<file path="src/rtl/weight_control_unit_pkg.sv">
// Shared types for the weight control unit: byte lanes, FSM encoding and read-pipe entries.
package weight_control_unit_pkg;

  typedef logic [7:0] byte_type;

  typedef enum logic [2:0] {
    IDLE,
    LOAD,
    DRAIN,
    READY,
    ACTIVATE
  } weight_ctrl_state_t;

  typedef struct packed {
    logic     valid;
    logic     zero;
    byte_type idx;
  } weight_pipe_entry_t;

endpackage

</file>
<file path="src/rtl/weight_control_unit_if.sv">
// Instruction, weight-buffer and MMU signals of the weight control unit.
// slave = controller view, master = decoder/buffer/MMU view.
interface weight_control_unit_if #(
  parameter int MATRIX_WIDTH      = 14,
  parameter int BUFFER_ADDR_WIDTH = 16
);
  import weight_control_unit_pkg::*;

  localparam int ROWS_WIDTH = $clog2(MATRIX_WIDTH + 1);

  logic                              stall;
  logic                              instr_valid;
  logic                              instr_ready;
  logic [BUFFER_ADDR_WIDTH-1:0]      instr_base_addr;
  logic [ROWS_WIDTH-1:0]             instr_rows;
  logic                              instr_signed;
  logic                              buf_en;
  logic [BUFFER_ADDR_WIDTH-1:0]      buf_addr;
  byte_type [MATRIX_WIDTH-1:0]       buf_data;
  byte_type [MATRIX_WIDTH-1:0]       weight_data;
  logic                              weight_signed;
  logic                              load_weight;
  byte_type                          weight_addr;
  logic                              activate_req;
  logic                              activate_weight;
  logic                              weights_ready;
  logic                              busy;

  modport slave (
    input  stall, instr_valid, instr_base_addr, instr_rows, instr_signed, buf_data, activate_req,
    output instr_ready, buf_en, buf_addr, weight_data, weight_signed, load_weight, weight_addr,
           activate_weight, weights_ready, busy
  );

  modport master (
    output stall, instr_valid, instr_base_addr, instr_rows, instr_signed, buf_data, activate_req,
    input  instr_ready, buf_en, buf_addr, weight_data, weight_signed, load_weight, weight_addr,
           activate_weight, weights_ready, busy
  );

endinterface

</file>
<file path="src/rtl/weight_control_unit_read_pipe.sv">
// Fixed-latency delay line tracking rows in flight through the weight buffer.
module weight_read_pipe
  import weight_control_unit_pkg::*;
#(
  parameter int READ_LATENCY = 2
) (
  input  logic               clk,
  input  logic               rst,
  input  weight_pipe_entry_t in_entry,
  output weight_pipe_entry_t tail,
  output logic               busy
);

  weight_pipe_entry_t stage_q [READ_LATENCY];

  always_ff @(posedge clk or negedge rst) begin
    if (!rst) begin
      for (int i = 0; i < READ_LATENCY; i++) stage_q[i] <= '0;
    end else begin
      stage_q[0] <= in_entry;
      for (int i = 1; i < READ_LATENCY; i++) stage_q[i] <= stage_q[i-1];
    end
  end

  always_comb begin
    busy = 1'b0;
    for (int i = 0; i < READ_LATENCY; i++) busy = busy | stage_q[i].valid;
  end

  assign tail = stage_q[READ_LATENCY-1];

endmodule

</file>
<file path="src/rtl/weight_control_unit.sv">
// Weight-side controller: fetches a tile from the weight buffer, preloads it into the MMU and
// fires activation on request. Build option WEIGHT_ZERO_FILL_EN pads every tile to MATRIX_WIDTH rows.
//
//   state    | meaning
//   IDLE     | waiting for a tile instruction (instr_ready=1)
//   LOAD     | issuing row reads / zero rows, one per non-stalled cycle
//   DRAIN    | all rows issued, waiting for the read pipe to empty
//   READY    | full tile preloaded, waiting for activate_req
//   ACTIVATE | one-cycle activate_weight pulse
module weight_control_unit
  import weight_control_unit_pkg::*;
#(
  parameter int MATRIX_WIDTH      = 14,
  parameter int BUFFER_ADDR_WIDTH = 16,
  parameter int READ_LATENCY      = 2
) (
  input logic                 clk,
  input logic                 rst,
  weight_control_unit_if.slave bus
);

  localparam int RW = $clog2(MATRIX_WIDTH + 1);
  localparam logic [RW-1:0] FULL_ROWS = RW'(MATRIX_WIDTH);

  weight_ctrl_state_t            state_q, state_d;
  logic                          ready_q;
  logic [BUFFER_ADDR_WIDTH-1:0]  base_q;
  logic [RW-1:0]                 rows_q, k_q, issue_len, rows_dec;
  logic                          signed_q;
  logic                          load_q;
  byte_type                      waddr_q;
  byte_type [MATRIX_WIDTH-1:0]   wdata_q;

  logic                          accept, issue, last_issue, pipe_busy;
  logic                          buf_en_c;
  logic [BUFFER_ADDR_WIDTH-1:0]  buf_addr_c;
  weight_pipe_entry_t            pipe_in, pipe_tail;

`ifdef WEIGHT_ZERO_FILL_EN
  assign issue_len = FULL_ROWS;
`else
  assign issue_len = rows_q;
`endif

  assign rows_dec   = (bus.instr_rows == '0 || bus.instr_rows > FULL_ROWS) ? FULL_ROWS : bus.instr_rows;
  assign accept     = bus.instr_valid && ready_q;
  assign issue      = (state_q == LOAD) && !bus.stall;
  assign last_issue = issue && (k_q == issue_len - 1'b1);

  always_ff @(posedge clk or negedge rst) begin
    if (!rst) state_q <= IDLE;
    else      state_q <= state_d;
  end

  always_comb begin
    state_d = state_q;
    case (state_q)
      IDLE:     if (accept) state_d = LOAD;
      LOAD:     if (last_issue) state_d = DRAIN;
      DRAIN:    if (!pipe_busy) state_d = READY;
      READY:    if (bus.activate_req && !bus.stall) state_d = ACTIVATE;
      ACTIVATE: state_d = IDLE;
      default:  state_d = IDLE;
    endcase
  end

  always_comb begin
    buf_en_c      = issue && (k_q < rows_q);
    buf_addr_c    = buf_en_c ? base_q + BUFFER_ADDR_WIDTH'(k_q) : '0;
    pipe_in       = '0;
    pipe_in.valid = issue;
    pipe_in.zero  = issue && !(k_q < rows_q);
    pipe_in.idx   = issue ? 8'(k_q) : '0;
  end

  // ready_q mirrors state==IDLE but stays low while reset is held
  always_ff @(posedge clk or negedge rst) begin
    if (!rst) begin
      ready_q  <= 1'b0;
      base_q   <= '0;
      rows_q   <= '0;
      signed_q <= 1'b0;
      k_q      <= '0;
      load_q   <= 1'b0;
      waddr_q  <= '0;
      wdata_q  <= '0;
    end else begin
      ready_q <= (state_d == IDLE);
      if (accept) begin
        base_q   <= bus.instr_base_addr;
        rows_q   <= rows_dec;
        signed_q <= bus.instr_signed;
        k_q      <= '0;
      end else if (issue) begin
        k_q <= k_q + 1'b1;
      end
      load_q  <= pipe_tail.valid;
      waddr_q <= pipe_tail.valid ? pipe_tail.idx : '0;
      wdata_q <= (pipe_tail.valid && !pipe_tail.zero) ? bus.buf_data : '0;
    end
  end

  weight_read_pipe #(.READ_LATENCY(READ_LATENCY)) u_read_pipe (
    .clk      (clk),
    .rst      (rst),
    .in_entry (pipe_in),
    .tail     (pipe_tail),
    .busy     (pipe_busy)
  );

  assign bus.instr_ready     = ready_q;
  assign bus.buf_en          = buf_en_c;
  assign bus.buf_addr        = buf_addr_c;
  assign bus.weight_data     = wdata_q;
  assign bus.weight_signed   = signed_q;
  assign bus.load_weight     = load_q;
  assign bus.weight_addr     = waddr_q;
  assign bus.activate_weight = (state_q == ACTIVATE);
  assign bus.weights_ready   = (state_q == READY);
  assign bus.busy            = (state_q != IDLE) || pipe_busy;

endmodule

</file>
<file path="src/flat_wrapper.sv">
// flat-port wrapper written by rule: the top's interface ports become plain ports
module weight_control_unit_flat import weight_control_unit_pkg::*;
#(
  parameter int MATRIX_WIDTH      = 14,
  parameter int BUFFER_ADDR_WIDTH = 16,
  parameter int READ_LATENCY      = 2
)
  (clk, rst, bus_stall, bus_instr_valid, bus_instr_base_addr, bus_instr_rows, bus_instr_signed, bus_buf_data, bus_activate_req, bus_instr_ready, bus_buf_en, bus_buf_addr, bus_weight_data, bus_weight_signed, bus_load_weight, bus_weight_addr, bus_activate_weight, bus_weights_ready, bus_busy);
  weight_control_unit_if #(.MATRIX_WIDTH(MATRIX_WIDTH), .BUFFER_ADDR_WIDTH(BUFFER_ADDR_WIDTH)) bus_i ();
  input logic clk;
  input logic rst;
  input wire logic [$bits(bus_i.stall)-1:0] bus_stall;
  input wire logic [$bits(bus_i.instr_valid)-1:0] bus_instr_valid;
  input wire logic [$bits(bus_i.instr_base_addr)-1:0] bus_instr_base_addr;
  input wire logic [$bits(bus_i.instr_rows)-1:0] bus_instr_rows;
  input wire logic [$bits(bus_i.instr_signed)-1:0] bus_instr_signed;
  input wire logic [$bits(bus_i.buf_data)-1:0] bus_buf_data;
  input wire logic [$bits(bus_i.activate_req)-1:0] bus_activate_req;
  output wire logic [$bits(bus_i.instr_ready)-1:0] bus_instr_ready;
  output wire logic [$bits(bus_i.buf_en)-1:0] bus_buf_en;
  output wire logic [$bits(bus_i.buf_addr)-1:0] bus_buf_addr;
  output wire logic [$bits(bus_i.weight_data)-1:0] bus_weight_data;
  output wire logic [$bits(bus_i.weight_signed)-1:0] bus_weight_signed;
  output wire logic [$bits(bus_i.load_weight)-1:0] bus_load_weight;
  output wire logic [$bits(bus_i.weight_addr)-1:0] bus_weight_addr;
  output wire logic [$bits(bus_i.activate_weight)-1:0] bus_activate_weight;
  output wire logic [$bits(bus_i.weights_ready)-1:0] bus_weights_ready;
  output wire logic [$bits(bus_i.busy)-1:0] bus_busy;
  assign bus_i.stall = bus_stall;
  assign bus_i.instr_valid = bus_instr_valid;
  assign bus_i.instr_base_addr = bus_instr_base_addr;
  assign bus_i.instr_rows = bus_instr_rows;
  assign bus_i.instr_signed = bus_instr_signed;
  assign bus_i.buf_data = bus_buf_data;
  assign bus_i.activate_req = bus_activate_req;
  assign bus_instr_ready = bus_i.instr_ready;
  assign bus_buf_en = bus_i.buf_en;
  assign bus_buf_addr = bus_i.buf_addr;
  assign bus_weight_data = bus_i.weight_data;
  assign bus_weight_signed = bus_i.weight_signed;
  assign bus_load_weight = bus_i.load_weight;
  assign bus_weight_addr = bus_i.weight_addr;
  assign bus_activate_weight = bus_i.activate_weight;
  assign bus_weights_ready = bus_i.weights_ready;
  assign bus_busy = bus_i.busy;
  weight_control_unit #(.MATRIX_WIDTH(MATRIX_WIDTH), .BUFFER_ADDR_WIDTH(BUFFER_ADDR_WIDTH), .READ_LATENCY(READ_LATENCY)) u_core (.clk(clk), .rst(rst), .bus(bus_i));
endmodule
</file>
<file path="config.mk">
export PLATFORM = sky130hd
export DESIGN_NAME = weight_control_unit_flat
export DESIGN_NICKNAME = d
export VERILOG_FILES = /design/src/rtl/weight_control_unit_pkg.sv /design/src/rtl/weight_control_unit_if.sv /design/src/rtl/weight_control_unit_read_pipe.sv /design/src/rtl/weight_control_unit.sv /design/src/flat_wrapper.sv
export SDC_FILE = /design/constraint.sdc
export NUM_CORES = 1
export LEC_CHECK = 0
export ABC_CLOCK_PERIOD_IN_PS = 2100
export CORE_MARGIN = 1
export CORE_UTILIZATION = 38
export DETAILED_ROUTE_END_ITERATION = 12
export PLACE_DENSITY = 0.87
export RECOVER_POWER = 25
export SYNTH_ARGS = -nofsm -noshare
export SYNTH_HDL_FRONTEND = slang
export SYNTH_HIERARCHICAL = 1
export SYNTH_SLANG_ARGS = --single-unit
</file>
<file path="constraint.sdc">
create_clock -name clk -period 2.1 [get_ports clk]
set_input_delay 0.42 -clock clk [delete_from_list [all_inputs] [get_ports clk]]
set_output_delay 0.42 -clock clk [all_outputs]
set_load 0.03 [all_outputs]
</file>
# After elaboration in Yosys (flattened, before gate mapping)
# Cells that the tools add are included.
[totals]
regBits = 170
in_bits = 138
output_inout_bits = 143
word_cells = 68
[op_classes]
n_addsub = 3
n_lt_le_gt_ge = 2
n_eq_ne = 5
n_mux = 12
bitwise = 1
n_reduce_logical = 17
[op_table]
columns = ["cell", "n"]
rows = [
  ["112-bit two-way mux", 1],
  ["16-bit by 4-bit adder with 16-bit output", 1],
  ["16-bit two-way mux", 1],
  ["4-bit two-way mux", 4],
  ["3-bit two-way mux", 4],
  ["3-bit case mux with 4 select lines", 1],
  ["8-bit two-way mux", 1],
  ["1-bit logical AND", 7],
  ["3-bit by 2-bit equality test with 1-bit output, second input constant", 2],
  ["3-bit zero test", 2],
  ["4-bit by 1-bit adder with 4-bit output, second input constant", 1],
  ["4-bit equality test", 1],
  ["4-bit greater-than comparator, second input constant", 1],
  ["4-bit zero test", 1],
  ["4-bit < comparator", 1],
  ["4-bit by 1-bit subtractor with 4-bit output, second input constant", 1],
  ["3-bit by 1-bit equality test with 1-bit output, second input constant", 1],
  ["3-bit equality test, second input constant", 1],
  ["1-bit zero test", 3],
  ["3-bit nonzero test", 1],
  ["1-bit logical OR", 2],
  ["2-bit nonzero test", 1],
  ["1-bit OR", 1],
]

# Depth between registers and ports, before layout
# Gate-level depths: netlist of the first run.
[depth]
depth_word = 6
depth_mapped = 7

# By module
# Netlist of the first run, hierarchy kept.
[modules_own_cells]
columns = ["module", "instances", "cells_per_inst", "area_per_inst_um2"]
rows = [
  ["weight_control_unit", 1, 455, 5700.5],
  ["weight_read_pipe", 1, 31, 581.8],
]

# Worst setup path before layout of the first run
# No wires, ideal clock.
[synth_path]
path_type = "register to output"
startpoint = "reg u_core.k_q[0]"
endpoint = "out bus_buf_addr[14]"
arrival_ps = 2188
setup_slack_ps = -508
stages_incl_launch_ff = 8
path_buffers = 1
cell_sequence = "dfrtp_1 ha_1 fa_1 nand3_1 and2_1 clkbuf_1 or4_1 a21oi_1"
[synth_via]
elab_chain_len = 3
elab_cells_between_ends = 4
cone_classes = "1 x add/sub; 1 x order compare; 1 x mux; 1 x reduce/logical"
[synth_rtl]
columns = ["element", "line", "rtl"]
rows = [
  ["start: declaration", "weight_control_unit.sv:28", "logic [RW-1:0] rows_q, k_q, issue_len, rows_dec;"],
  ["start signal: assignment", "weight_control_unit.sv:95", "k_q <= k_q + 1'b1;"],
  ["branches (longest 2 deep; another with 16-bit by 4-bit adder with 16-bit output)", "-", ""],
  ["16-bit two-way mux (*)", "weight_control_unit.sv:69", "buf_addr_c = buf_en_c ? base_q + BUFFER_ADDR_WIDTH'(k_q) : '0;"],
  ["end: declaration", "flat_wrapper.sv:21", "output wire logic [$bits(bus_i.buf_addr)-1:0] bus_buf_addr;"],
]
# Every way passes the cells marked *.

# Worst setup path in the final report of the first run
# Same ends and word-level chain as after synthesis.

==> results.cfg, run 1 <==
[status]
status = finished, violations left
violations = setup timing

[power_and_ir_drop]
totalPowerFinal_mw = 13.65
leakagePower_nw = 4.673
power.density_nw_per_um2 = 1288
peakVddDrop_uv = 928.0

[drt]
routed_wl_um = 18300
first_pass_iters = 4
vias_per_cell = 4.557
wl_per_cell_um = 17.75
first_iter_violations = 150
antenna_left = 0
num_vias = 4698
drc = 0

[sta]
hold_viol = 0
fin_tns_setup_ns = -7.559
fin_skew_ns = 0.007827
min_period_ns = 2.634
slew_headroom_pct = 14.40
drv_slew = 0
fin_ws_ns = -0.5343
max_freq_mhz = 379.6
rsz0062_at_grt = yes
fin_crit_sh_pct = 125.4
worst_pin_slew_ns = 1.284
setup_viol = 17

[placement]
dp.final_hpwl_um = 13050
place_ws_ns = -0.5973
place.gp.congestion = 0.7818
portBuffers = 280
placed_cells = 990

[setup_path]
crit_type = register to output port
reg2reg_depth = 4
r2r-end = u_core/state_q[0]
path_max_fanout = 7
cp_data_arrival_time_ns = 2.21
cp-start-kind = register
crit_required_ns = 1.68
end_kind = output port
r2r-start = u_core/state_q[2]
r2r_setup_slack_ns = 0.37

[clocking]
numCtsBuffers = 17
clk_path_buf_depth = 2
clk_pin_slew_ns = 0.07
cts_tree = built
htreeDepth = 4
clock_sinks = 170
cts-root-buf = clkbuf_16
clock_latency_ns = 0.41

[floorplanning]
start_util_pct = 39.26
die_area_sq_um = 17050
fp.dieH_um = 130.6
core_area_sq_um = 16000
die_w_um = 130.6
core.rowCount = 46
io_pins = 281

[synth]
synth_cell_types = 39
synth_top_cell_by_area = dfrtp_1
syn_avg_cell_area_sq_um = 12.93
synth.area.top_cells = dfrtp_1 68%, and2_1 12%, mux2_2 2.7%
syn-cell-area_sq_um = 6282
seq_area_frac_synth_pct = 67.72
yosys_warnings = 6
syn_inst = 486
synth_edf_count = 0
synth_top_area_share_pct = 67.72
synth-seq-cells = 170
synth_ff_type = dfrtp_1
async_flop_share_pct = 100.0

[grt]
grt_pass1_wl_um = 25810
grtUsageTotal_pct = 20.66
grt_max_degree = 113
antenna_found_initial = 0
grt_overflow = 0
grt_pass1_vias = 4750

[worst_hold_path]
hold_depth = 0
hp-class = register to register
whs_endpoint = u_core/u_read_pipe/tail[7]
min-delay-start = u_core/u_read_pipe/stage_q[17]

[finish]
diodes = 0
final_common_cell = clkdlybuf4s50_1
drive_above_1_share_pct = 19.88
most-common-layout-cells = 258 x clkdlybuf4s50_1, 168 x dfrtp_1, 119 x and2_1
area_growth_pct = 68.75
stdcell_count = 1031
fin_nets = 952

[job]
maxCapViolations = 0
[where the power goes]
group	switching, mW	internal, mW
sequential	0.363	4.04
combinational	3.36	2.94
clock	1.31	1.64
total	5.03	8.62
[per-layer routing]
metal | wire length (um) | global-route usage, %
met5 | 0 | 0
met4 | 380 | 7.099
met3 | 1569 | 7.248
met2 | 9682 | 36.85
met1 | 6665 | 22.78
[registers in the layout (all words and copies together), names as in the netlist]
signal,flops
u_core/base_q,16
u_core/bus.instr_ready,1
u_core/bus.load_weight,1
u_core/bus.weight_addr,8
u_core/bus.weight_data,112
u_core/bus.weight_signed,1
u_core/issue_len,4
u_core/k_q,4
u_core/state_q,3
u_core/u_read_pipe/stage_q,10
u_core/u_read_pipe/tail,10
[critical path, cell delays in order (launching register included)]
cell     delay, ns
dfrtp_1       0.41
ha_4          0.17
fa_2          0.22
nand3_2       0.07
and2_4        0.18
or4_4         0.44
a21oi_4       0.17
buf_12        0.14
[cells by family (layout without fill, tap and decap cells)]
| family | count (synthesis) | count (layout) | share of synthesized area (%) |
|---|---|---|---|
| other cells | 1 | 4 | 0.05969 |
| fa+ha+maj | 11 | 11 | 2.310 |
| flops | 170 | 170 | 67.72 |
| mux | 15 | 15 | 2.689 |
| xor+xnor | 11 | 11 | 1.534 |
| compound gates | 44 | 45 | 4.262 |
| simple gates | 190 | 190 | 17.98 |
| buf+inv | 44 | 369 | 3.446 |
[cell usage after synthesis, types with 2 or more instances]
master / number
dfrtp_1: 170
and2_1: 125
clkbuf_1: 19
a21oi_1: 15
mux2_2: 15
nand2_1: 15
nor2_1: 12
o21ai_0: 12
buf_4: 11
inv_1: 11
ha_1: 10
xnor2_1: 9
o31ai_1: 8
nand3_1: 7
or4_1: 6
nor3_1: 5
or3_1: 4
and3_1: 3
a211oi_1: 2
and4_1: 2
buf_2: 2
nand2b_1: 2
nand4_1: 2
nor2b_1: 2
o21a_1: 2
xor2_1: 2
[repair_timing]
action | 4_1_cts | 5_1_grt
hold buffers | 1 | 0
endpoints found under the hold margin | 43 | 0
setup endpoints to repair | 20 | 18
gates cloned | 2 | 0
resized for setup | 44 | 18
pin swaps | 14 | 10
setup buffers | 3 | 6
[per-stage QoR]
| stage | area, sq um | hold WS (ns) | utilization [%] |
|---|---|---|---|
| 5_1_grt | 10600 | 0.3426 | 66.26 |
| 2_1_floorplan | 6525 | 0.1244 | - |
| 3_5_place_dp | 9727 | 0.3347 | 60.79 |
| 3_3_place_gp | 9727 | 0.3313 | 60.79 |
| 4_1_cts | 10500 | 0.3419 | 65.64 |
| 6_report | 10600 | 0.3426 | 66.26 |
[layout make-up]
class,instances,area (sq um)
clock buffer,18,429.2
clock inverter,13,121.4
fill,1134,5399
inverter,11,46.29
multi-input combinational,276,2218
sequential,170,4257
tap,216,270.3
timing repair buffer,327,3259
[worst max path at each step]
stage	slack [ns]	end	startpoint	cells after the start
floorplan	-0.22	bus_buf_addr[10]	u_core/k_q[0]	7
detailed placement	-0.60	bus_buf_addr[14]	bus_stall	7
CTS	-0.57	bus_buf_addr[13]	u_core/k_q[1]	6
global route	-0.61	bus_buf_addr[14]	u_core/k_q[0]	7
finish	-0.53	bus_buf_addr[14]	u_core/k_q[0]	7
global placement	-0.60	bus_buf_addr[14]	bus_stall	7
No activity file was read; power rests on OpenSTA's default activity.
==> inputs of run 2 (changes only) <==
Settings changed: CTS_BUF_LIST set to sky130_fd_sc_hd__clkbuf_16.
==> results.cfg, run 2 (synthesis gave the netlist of run 1 again) <==
[finish]
largest_reg_flops = 112
fin_nets = 952
final-seq-area_sq_um = 4257
drive_above_1_share_pct = 19.88
final_common_cell = clkdlybuf4s50_1
fillers = 1134
multi_input_area_sq_um = 2218
fin_area_sq_um = 10600
most-common-layout-cells = 258 x clkdlybuf4s50_1, 168 x dfrtp_1, 119 x and2_1
utilization_pct = 66.26
stdcell_count = 1031
diodes = 0
area_growth_pct = 68.75

[floorplanning]
io_pins = 281
die_w_um = 130.6
die_area_sq_um = 17050
fp.dieH_um = 130.6
core.rowCount = 46
start_util_pct = 39.26
core_area_sq_um = 16000

[power_and_ir_drop]
power.density_nw_per_um2 = 1287
peakVddDrop_uv = 928.0
leakagePower_nw = 4.678

[setup_path]
path_max_fanout = 7
r2r-end = u_core/state_q[0]
crit_cells = 7
cp_num_buf_inv = 1
critical_path.startpoint = u_core/k_q[0]
reg2reg_depth = 4
critical_path.endpoint = bus_buf_addr[14]
crit_type = register to output port
cp_cell_sequence = ha_4 -> fa_2 -> nand3_2 -> and2_4 -> or4_4 -> a21oi_4 -> buf_12
crit_required_ns = 1.68
cp_data_arrival_time_ns = 2.21
cp_top_family = simple AND/OR/NAND/NOR gates
r2r-start = u_core/state_q[2]
cp_slowest_cell = or4_4
r2r_setup_slack_ns = 0.37
cp-start-kind = register
end_kind = output port
slowest_delay_ns = 0.44

[sta]
max_freq_mhz = 379.6
fin_tns_setup_ns = -7.559
drv_slew = 0
fin_skew_ns = 0.007827
fin_crit_sh_pct = 125.4
worst_pin_slew_ns = 1.284
min_period_ns = 2.634
fin_ws_ns = -0.5343
setup_viol = 17
rsz0062_at_grt = yes
hold_viol = 0
slew_headroom_pct = 14.40
whs_ns = 0.3423

[job]
maxCapViolations = 0

[placement]
placed_cells = 990
dp.final_hpwl_um = 13050
placed_cell_area_sq_um = 9727
place.gp.congestion = 0.7818
portBuffers = 280

[clocking]
clock_sinks = 170
htreeDepth = 4
clk_path_buf_depth = 2
cts-root-buf = clkbuf_16
clock_latency_ns = 0.41
numCtsBuffers = 17
clk_pin_slew_ns = 0.07
cts_tree = built

[grt]
antenna_found_initial = 0
grt_max_degree = 113
grt_pass1_wl_um = 25810
grt_overflow = 0
grt_pass1_vias = 4750
grtUsageTotal_pct = 20.66

[drt]
first_pass_iters = 4
num_vias = 4698
vias_per_cell = 4.557
first_iter_violations = 150
routed_wl_um = 18300
wl_per_cell_um = 17.75
drc = 0
antenna_left = 0

[worst_hold_path]
hp-class = register to register
min-delay-start = u_core/u_read_pipe/stage_q[17]
hold_depth = 0

[status]
violations = setup timing
status = finished, violations left
run 2: worst min-delay path by stage:
stage,slack (ns),to
after detailed placement,0.33,u_core/u_read_pipe/tail[7]
after global routing,0.34,u_core/u_read_pipe/tail[7]
after floorplan,0.12,u_core/base_q[0]
final,0.34,u_core/u_read_pipe/tail[7]
after CTS,0.34,u_core/u_read_pipe/tail[7]
after global placement,0.33,u_core/u_read_pipe/tail[6]
run 2: worst register-to-register path: cells and delay by family (launching register included):
family,cells,cell delay (ns)
and+or+nand+nor,4,1.24
DFF,1,0.38
run 2: where the power goes:
group          total, mW  switching (mW)  internal, mW  leakage, nW
clock               2.94            1.31          1.63        0.265
sequential          4.40           0.363          4.04         2.24
combinational       6.30            3.36          2.94         2.17
total               13.6            5.03          8.62         4.68
run 2: timing repair:
action	in CTS	in global routing
hold endpoints to repair	43	0
hold buffers	1	0
setup endpoints to repair	20	18
pin swaps	14	10
gates resized for setup	44	18
gates cloned	2	0
setup buffers	3	6
run 2: per-stage QoR:
stage / setup WS, ns / total power [mW]
after floorplan: -0.2216 / 7.701
after CTS: -0.5711 / 13.49
final: -0.5343 / 13.65
after detailed placement: -0.5973 / 10.11
after global placement: -0.5969 / 9.979
after global routing: -0.6144 / 14.29
run 2: routing by layer:
metal	up-vias	GRT usage [%]	routed length, um
met2	177	36.85	9682
met4	0	7.099	380
met1	2287	22.78	6666
met5	-	0	0
li1	2204	-	-
met3	30	7.248	1569
run 2: layout make-up:
cell class / count / share of cell area, %
clock buffer: 17 / 4.013
clock inverter: 14 / 1.180
inverter: 11 / 0.4367
multi-input combinational: 276 / 20.93
sequential: 170 / 40.15
tap: 216 / 2.549
timing repair buffer: 327 / 30.74
